==> config.mk <==
export PLATFORM = sky130hd
export DESIGN_NAME = sram_arbiter
export DESIGN_NICKNAME = d
export VERILOG_FILES = /design/src/rtl/sram_arbiter.sv
export SDC_FILE = /design/constraint.sdc
export NUM_CORES = 1
export LEC_CHECK = 0
export ABC_CLOCK_PERIOD_IN_PS = 1900
export CAP_MARGIN = 20
export CORE_UTILIZATION = 41
export DETAILED_ROUTE_END_ITERATION = 8
export GPL_ROUTABILITY_DRIVEN = 0
export PLACE_DENSITY = 0.87
export SYNTH_ARGS = -nofsm -noshare
export SYNTH_HDL_FRONTEND = slang
export SYNTH_SLANG_ARGS = --single-unit
==> constraint.sdc <==
create_clock -name clk -period 1.9 [get_ports clk]
set_input_delay 0.19 -clock clk [delete_from_list [all_inputs] [get_ports clk]]
set_output_delay 0.19 -clock clk [all_outputs]
set_load 0.02 [all_outputs]
==> src/rtl/sram_arbiter.sv <==
// Two-requester round-robin arbiter in front of a single-port SRAM controller.
// Each access is IDLE -> ACCESS (until sram_ready or timeout) -> RECOVER -> IDLE.
module sram_arbiter #(
  parameter int ADDR_W  = 21,
  parameter int DATA_W  = 16,
  parameter int TIMEOUT = 1023
) (
  input  logic              clk,
  input  logic              reset,
  input  logic              req0_valid,
  input  logic              req0_write,
  input  logic [ADDR_W-1:0] req0_addr,
  input  logic [DATA_W-1:0] req0_wdata,
  output logic              req0_ack,
  output logic              req0_err,
  output logic [DATA_W-1:0] req0_rdata,
  input  logic              req1_valid,
  input  logic              req1_write,
  input  logic [ADDR_W-1:0] req1_addr,
  input  logic [DATA_W-1:0] req1_wdata,
  output logic              req1_ack,
  output logic              req1_err,
  output logic [DATA_W-1:0] req1_rdata,
  output logic [DATA_W-1:0] data_in,
  output logic [ADDR_W-1:0] data_addr,
  output logic              write_data,
  output logic              read_data,
  input  logic [DATA_W-1:0] data_out,
  input  logic              sram_ready,
  output logic [1:0]        grant,
  output logic              busy
);

  // state   | meaning
  // IDLE    | no access; requests sampled each edge
  // ACCESS  | command driven, waiting for sram_ready or timeout
  // RECOVER | one dead cycle carrying the ack pulse
  typedef enum logic [1:0] {
    IDLE    = 2'd0,
    ACCESS  = 2'd1,
    RECOVER = 2'd2
  } state_t;

  localparam int CNT_W = $clog2(TIMEOUT + 1);
  localparam logic [CNT_W-1:0] CNT_LAST = CNT_W'(TIMEOUT - 1);

  state_t            state_q, state_d;
  logic              wr_q, wr_d;
  logic              rd_q, rd_d;
  logic [ADDR_W-1:0] addr_q, addr_d;
  logic [DATA_W-1:0] wdata_q, wdata_d;
  logic [1:0]        grant_q, grant_d;
  logic              last_q, last_d;
  logic [CNT_W-1:0]  cnt_q, cnt_d;
  logic [1:0]        ack_q, ack_d;
  logic [1:0]        err_q, err_d;
  logic [DATA_W-1:0] rdata0_q, rdata0_d;
  logic [DATA_W-1:0] rdata1_q, rdata1_d;
  logic              win1;

  // Requester 1 wins when alone, or on contention when 0 was granted last.
  assign win1 = req1_valid & (~req0_valid | ~last_q);

  always_ff @(posedge clk) begin
    if (reset) begin
      state_q  <= IDLE;
      wr_q     <= 1'b0;
      rd_q     <= 1'b0;
      addr_q   <= '0;
      wdata_q  <= '0;
      grant_q  <= 2'b00;
      last_q   <= 1'b1;
      cnt_q    <= '0;
      ack_q    <= 2'b00;
      err_q    <= 2'b00;
      rdata0_q <= '0;
      rdata1_q <= '0;
    end else begin
      state_q  <= state_d;
      wr_q     <= wr_d;
      rd_q     <= rd_d;
      addr_q   <= addr_d;
      wdata_q  <= wdata_d;
      grant_q  <= grant_d;
      last_q   <= last_d;
      cnt_q    <= cnt_d;
      ack_q    <= ack_d;
      err_q    <= err_d;
      rdata0_q <= rdata0_d;
      rdata1_q <= rdata1_d;
    end
  end

  always_comb begin
    state_d  = state_q;
    wr_d     = wr_q;
    rd_d     = rd_q;
    addr_d   = addr_q;
    wdata_d  = wdata_q;
    grant_d  = grant_q;
    last_d   = last_q;
    cnt_d    = cnt_q;
    ack_d    = 2'b00;
    err_d    = 2'b00;
    rdata0_d = rdata0_q;
    rdata1_d = rdata1_q;
    case (state_q)
      IDLE: begin
        if (req0_valid | req1_valid) begin
          state_d = ACCESS;
          wr_d    = win1 ? req1_write : req0_write;
          rd_d    = ~(win1 ? req1_write : req0_write);
          addr_d  = win1 ? req1_addr : req0_addr;
          wdata_d = win1 ? req1_wdata : req0_wdata;
          grant_d = win1 ? 2'b10 : 2'b01;
          last_d  = win1;
          cnt_d   = '0;
        end
      end
      ACCESS: begin
        if (sram_ready) begin
          state_d = RECOVER;
          wr_d    = 1'b0;
          rd_d    = 1'b0;
          grant_d = 2'b00;
          ack_d   = grant_q;
          if (rd_q) begin
            if (grant_q[1]) rdata1_d = data_out;
            else            rdata0_d = data_out;
          end
        end else if (cnt_q == CNT_LAST) begin
          state_d = RECOVER;
          wr_d    = 1'b0;
          rd_d    = 1'b0;
          grant_d = 2'b00;
          ack_d   = grant_q;
          err_d   = grant_q;
        end else begin
          cnt_d = cnt_q + CNT_W'(1);
        end
      end
      RECOVER: state_d = IDLE;
      default: state_d = IDLE;
    endcase
  end

  assign write_data = wr_q;
  assign read_data  = rd_q;
  assign data_addr  = addr_q;
  assign data_in    = wdata_q;
  assign grant      = grant_q;
  assign busy       = (state_q != IDLE);
  assign req0_ack   = ack_q[0];
  assign req1_ack   = ack_q[1];
  assign req0_err   = err_q[0];
  assign req1_err   = err_q[1];
  assign req0_rdata = rdata0_q;
  assign req1_rdata = rdata1_q;

endmodule

==> results.cfg <==
[power]
intPower_mw = 3.03
clockPowerShare_pct = 28.5
sw_frac_of_total_pct = 29.9
power_density_mw_per_mm2 = 741
total_leakage_power_nw = 2.09
peakVddDrop_uv = 465
p_total_mw = 4.32
p_switching_mw = 1.29
comb_power_share_pct = 23.6
p_seq_share_pct = 47.9

[layout]
final_common_cell = clkdlybuf4s50_1
n_antenna_cell = 0
area_growth_pct = 55.2
final_util_pct = 66.2
drive_above_1_share_pct = 7.77
final_cell_mix = 173 x clkdlybuf4s50_1, 90 x dfxtp_1, 72 x nand2_1, 40 x nor2_1, 39 x a21oi_1
final_nets = 686

[setup_path]
cp_cell_sequence = nor2_2 -> inv_1 -> clkdlybuf4s50_1
worstPathRequired_ns = 1.71
reg2reg_setup_slack_ns = 0.16
worstReg2RegStart = cnt_q[0]$_SDFFE_PP0P_
cp-start-kind = flip-flop
ff2ff_path_depth = 6
cp-endpoint = busy
cp_max_fo = 5
r2r_end = cnt_q[3]$_SDFFE_PP0P_
cp_slowest_cell = clkdlybuf4s50_1
crit_type = flip-flop to output port
startpoint = state_q[1]$_SDFFE_PP0P_
end_kind = output port
critPathMaxStageDelay_ns = 0.61
critical_path_arrival_ns = 1.61

[routing]
vias_per_cell = 5.32
drcViolationCount = 20
ant_nets = 0
vias = 3724
wirelength_um = 10800
wl_per_cell_um = 15.4
dr.pass1.iters = 8
drtIter0Drc = 142

[clocking]
clkTransAtPathRegs_ns = 0.09
clockBufferDepth = 2
cts_root_buffer = clkbuf_8
post-cts-setup-buffers = 0
numCtsBuffers = 9
clk_latency_ns = 0.36
cts_tree = built
cts.htree.levels = 3
cts_sinks = 90

[die]
dieArea_sq_mm = 0.00955
io_pins = 175
fp.dieH_um = 97.7
fp-row-count = 34
die_x_um = 97.7
fp.coreArea_sq_mm = 0.00881
start_util_pct = 42.6

[run_status]
outcome = complete, but fails checks
violations = DRC

[timing]
setup_tns_ns = 0
fin_crit_ns = 1.80
fmax_mhz = 554
finClkSkew_ns = 0.0123
rsz0062_at_grt = no
max_slew.worst_pin.slew_ns = 0.548
slew_viol_final = 0
relSlewSlack_pct = 63.4
period_share_pct = 95.0
finalHoldViolCount = 0
finalSetupViolCount = 0

[placement]
io_buffers = 174
place_hpwl_um = 8060

[hold_path]
worstHoldPathType = input pin to flip-flop
hold_depth = 2

[logic_synthesis]
syn_area_per_cell_sq_um = 9.00
syn_area_sq_mm = 0.00375
synth-edff-count = 0
postSynthCellCount = 417
synth_seq_cells = 90
syn-num-nets = 516
ys.flop_type = dfxtp_1
ys_warn_count = 0
ys_seq_area_share_pct = 48.0
async_flop_share_pct = 0
yosysUniqueCellTypes = 44

[grt]
grt.overflow.total = 0
antenna_found_initial = 0
track_usage_pct = 22.8
grt_max_degree = 60
grt_pass1_wl_um = 17400
grt_pass1_vias = 3673

[run]
cap_viol_max_count = 0
-- power groups by stage --
stage / logic (mW) / registers (mW) / clock network (mW)
final: 1.02 / 2.07 / 1.23
after global routing: 1.09 / 2.08 / 1.33
after CTS: 1.02 / 2.07 / 1.26
after detailed placement: 1.02 / 2.11 / 0
after global placement: 0.994 / 2.11 / 0
after floorplan: 0.368 / 2.23 / 0
-- Yosys cell counts (all sizes together), types with 3 or more instances --
| cell | count | area share (%) |
|---|---|---|
| dfxtp | 90 | 48 |
| nand2 | 73 | 7.4 |
| nor2 | 41 | 4.1 |
| a21oi | 39 | 5.2 |
| a211oi | 38 | 7.6 |
| mux2i | 38 | 10 |
| buf | 17 | 2.9 |
| clkbuf | 14 | 1.4 |
| nand3 | 8 | 1.1 |
| nor3 | 7 | 1.2 |
| inv | 5 | 0.50 |
| nor3b | 4 | 1.1 |
| a31oi | 3 | 0.50 |
| and4 | 3 | 0.70 |
| nand2b | 3 | 0.57 |
| nand4 | 3 | 0.50 |
| o21ai | 3 | 0.40 |
| or3 | 3 | 0.50 |
-- cell families (layout without fill, tap and decap cells) --
kind of cell	Yosys count	count (layout)	synth area share (%)
muxes	38	38	10.1
AOI/OAI and AO/OA	100	100	18.2
and+or+nand+nor	151	151	18.2
buffers and inverters	36	211	4.80
DFF	90	90	48.0
adders and majority gates	2	2	0.666
-- per-stage QoR --
stage	worst slack (ns)	hold slack [ns]	instances	area [sq um]
finish	0.0957	0.226	700	5830
global route	0.0449	0.260	700	5830
CTS	0.0182	0.213	700	5820
detailed placement	0.00685	0.452	684	5630
global placement	0.0364	0.442	684	5630
floorplan	0.345	0.326	417	3750
-- cell type report --
class                      count  area [sq um]
fill                         690          2980
timing repair buffer         190          1890
sequential                    90          1800
multi-input combinational    291          1800
tap                          108           135
clock buffer                   9           124
clock inverter                 7          57.6
inverter                       5          18.8
-- state kept, by name (all words and copies together) (netlist names) --
register    cells
data_addr      21
data_in        16
req0_rdata     16
req1_rdata     16
cnt_q          10
ack_q           2
err_q           2
grant           2
state_q         2
last_q          1
read_data       1
write_data      1
-- timing repair --
item                                    in CTS  in global routing
hold buffers                                 0                  0
pin swaps                                    0                  0
resized for setup                            1                  2
endpoints found under the setup margin       2                  4
gates cloned                                 0                  0
-- worst max-delay path, delay by kind of cell, from the launching register on --
| family | cells | cell delay (ns) |
|---|---|---|
| buffers and inverters | 2 | 0.70 |
| DFF | 1 | 0.46 |
| and+or+nand+nor | 1 | 0.10 |
-- how the worst min path moves through the flow --
stage                                           from                          end  slack, ns
final                                          reset      state_q[0]$_SDFFE_PP0P_       0.23
after global routing                           reset        cnt_q[7]$_SDFFE_PP0P_       0.26
after CTS                                      reset      state_q[0]$_SDFFE_PP0P_       0.21
after detailed placement  req1_rdata[3]$_SDFFE_PP0P_   req1_rdata[3]$_SDFFE_PP0P_       0.45
after global placement    req1_rdata[1]$_SDFFE_PP0P_   req1_rdata[1]$_SDFFE_PP0P_       0.44
after floorplan                         data_out[10]  req0_rdata[10]$_SDFFE_PP0P_       0.33
-- layer usage --
layer  vias to the layer above  routed length (um)  GRT usage [%]  part of all wire (%)
met5                         -                   0              0                     0
met4                         0                 224           9.56                   2.1
met3                        21                 891           6.33                   8.3
met2                       182                5380           40.0                    50
met1                      1704                4280           26.1                    40
li1                       1817                   -              -                     -
Power figures use the tool's default switching activity.
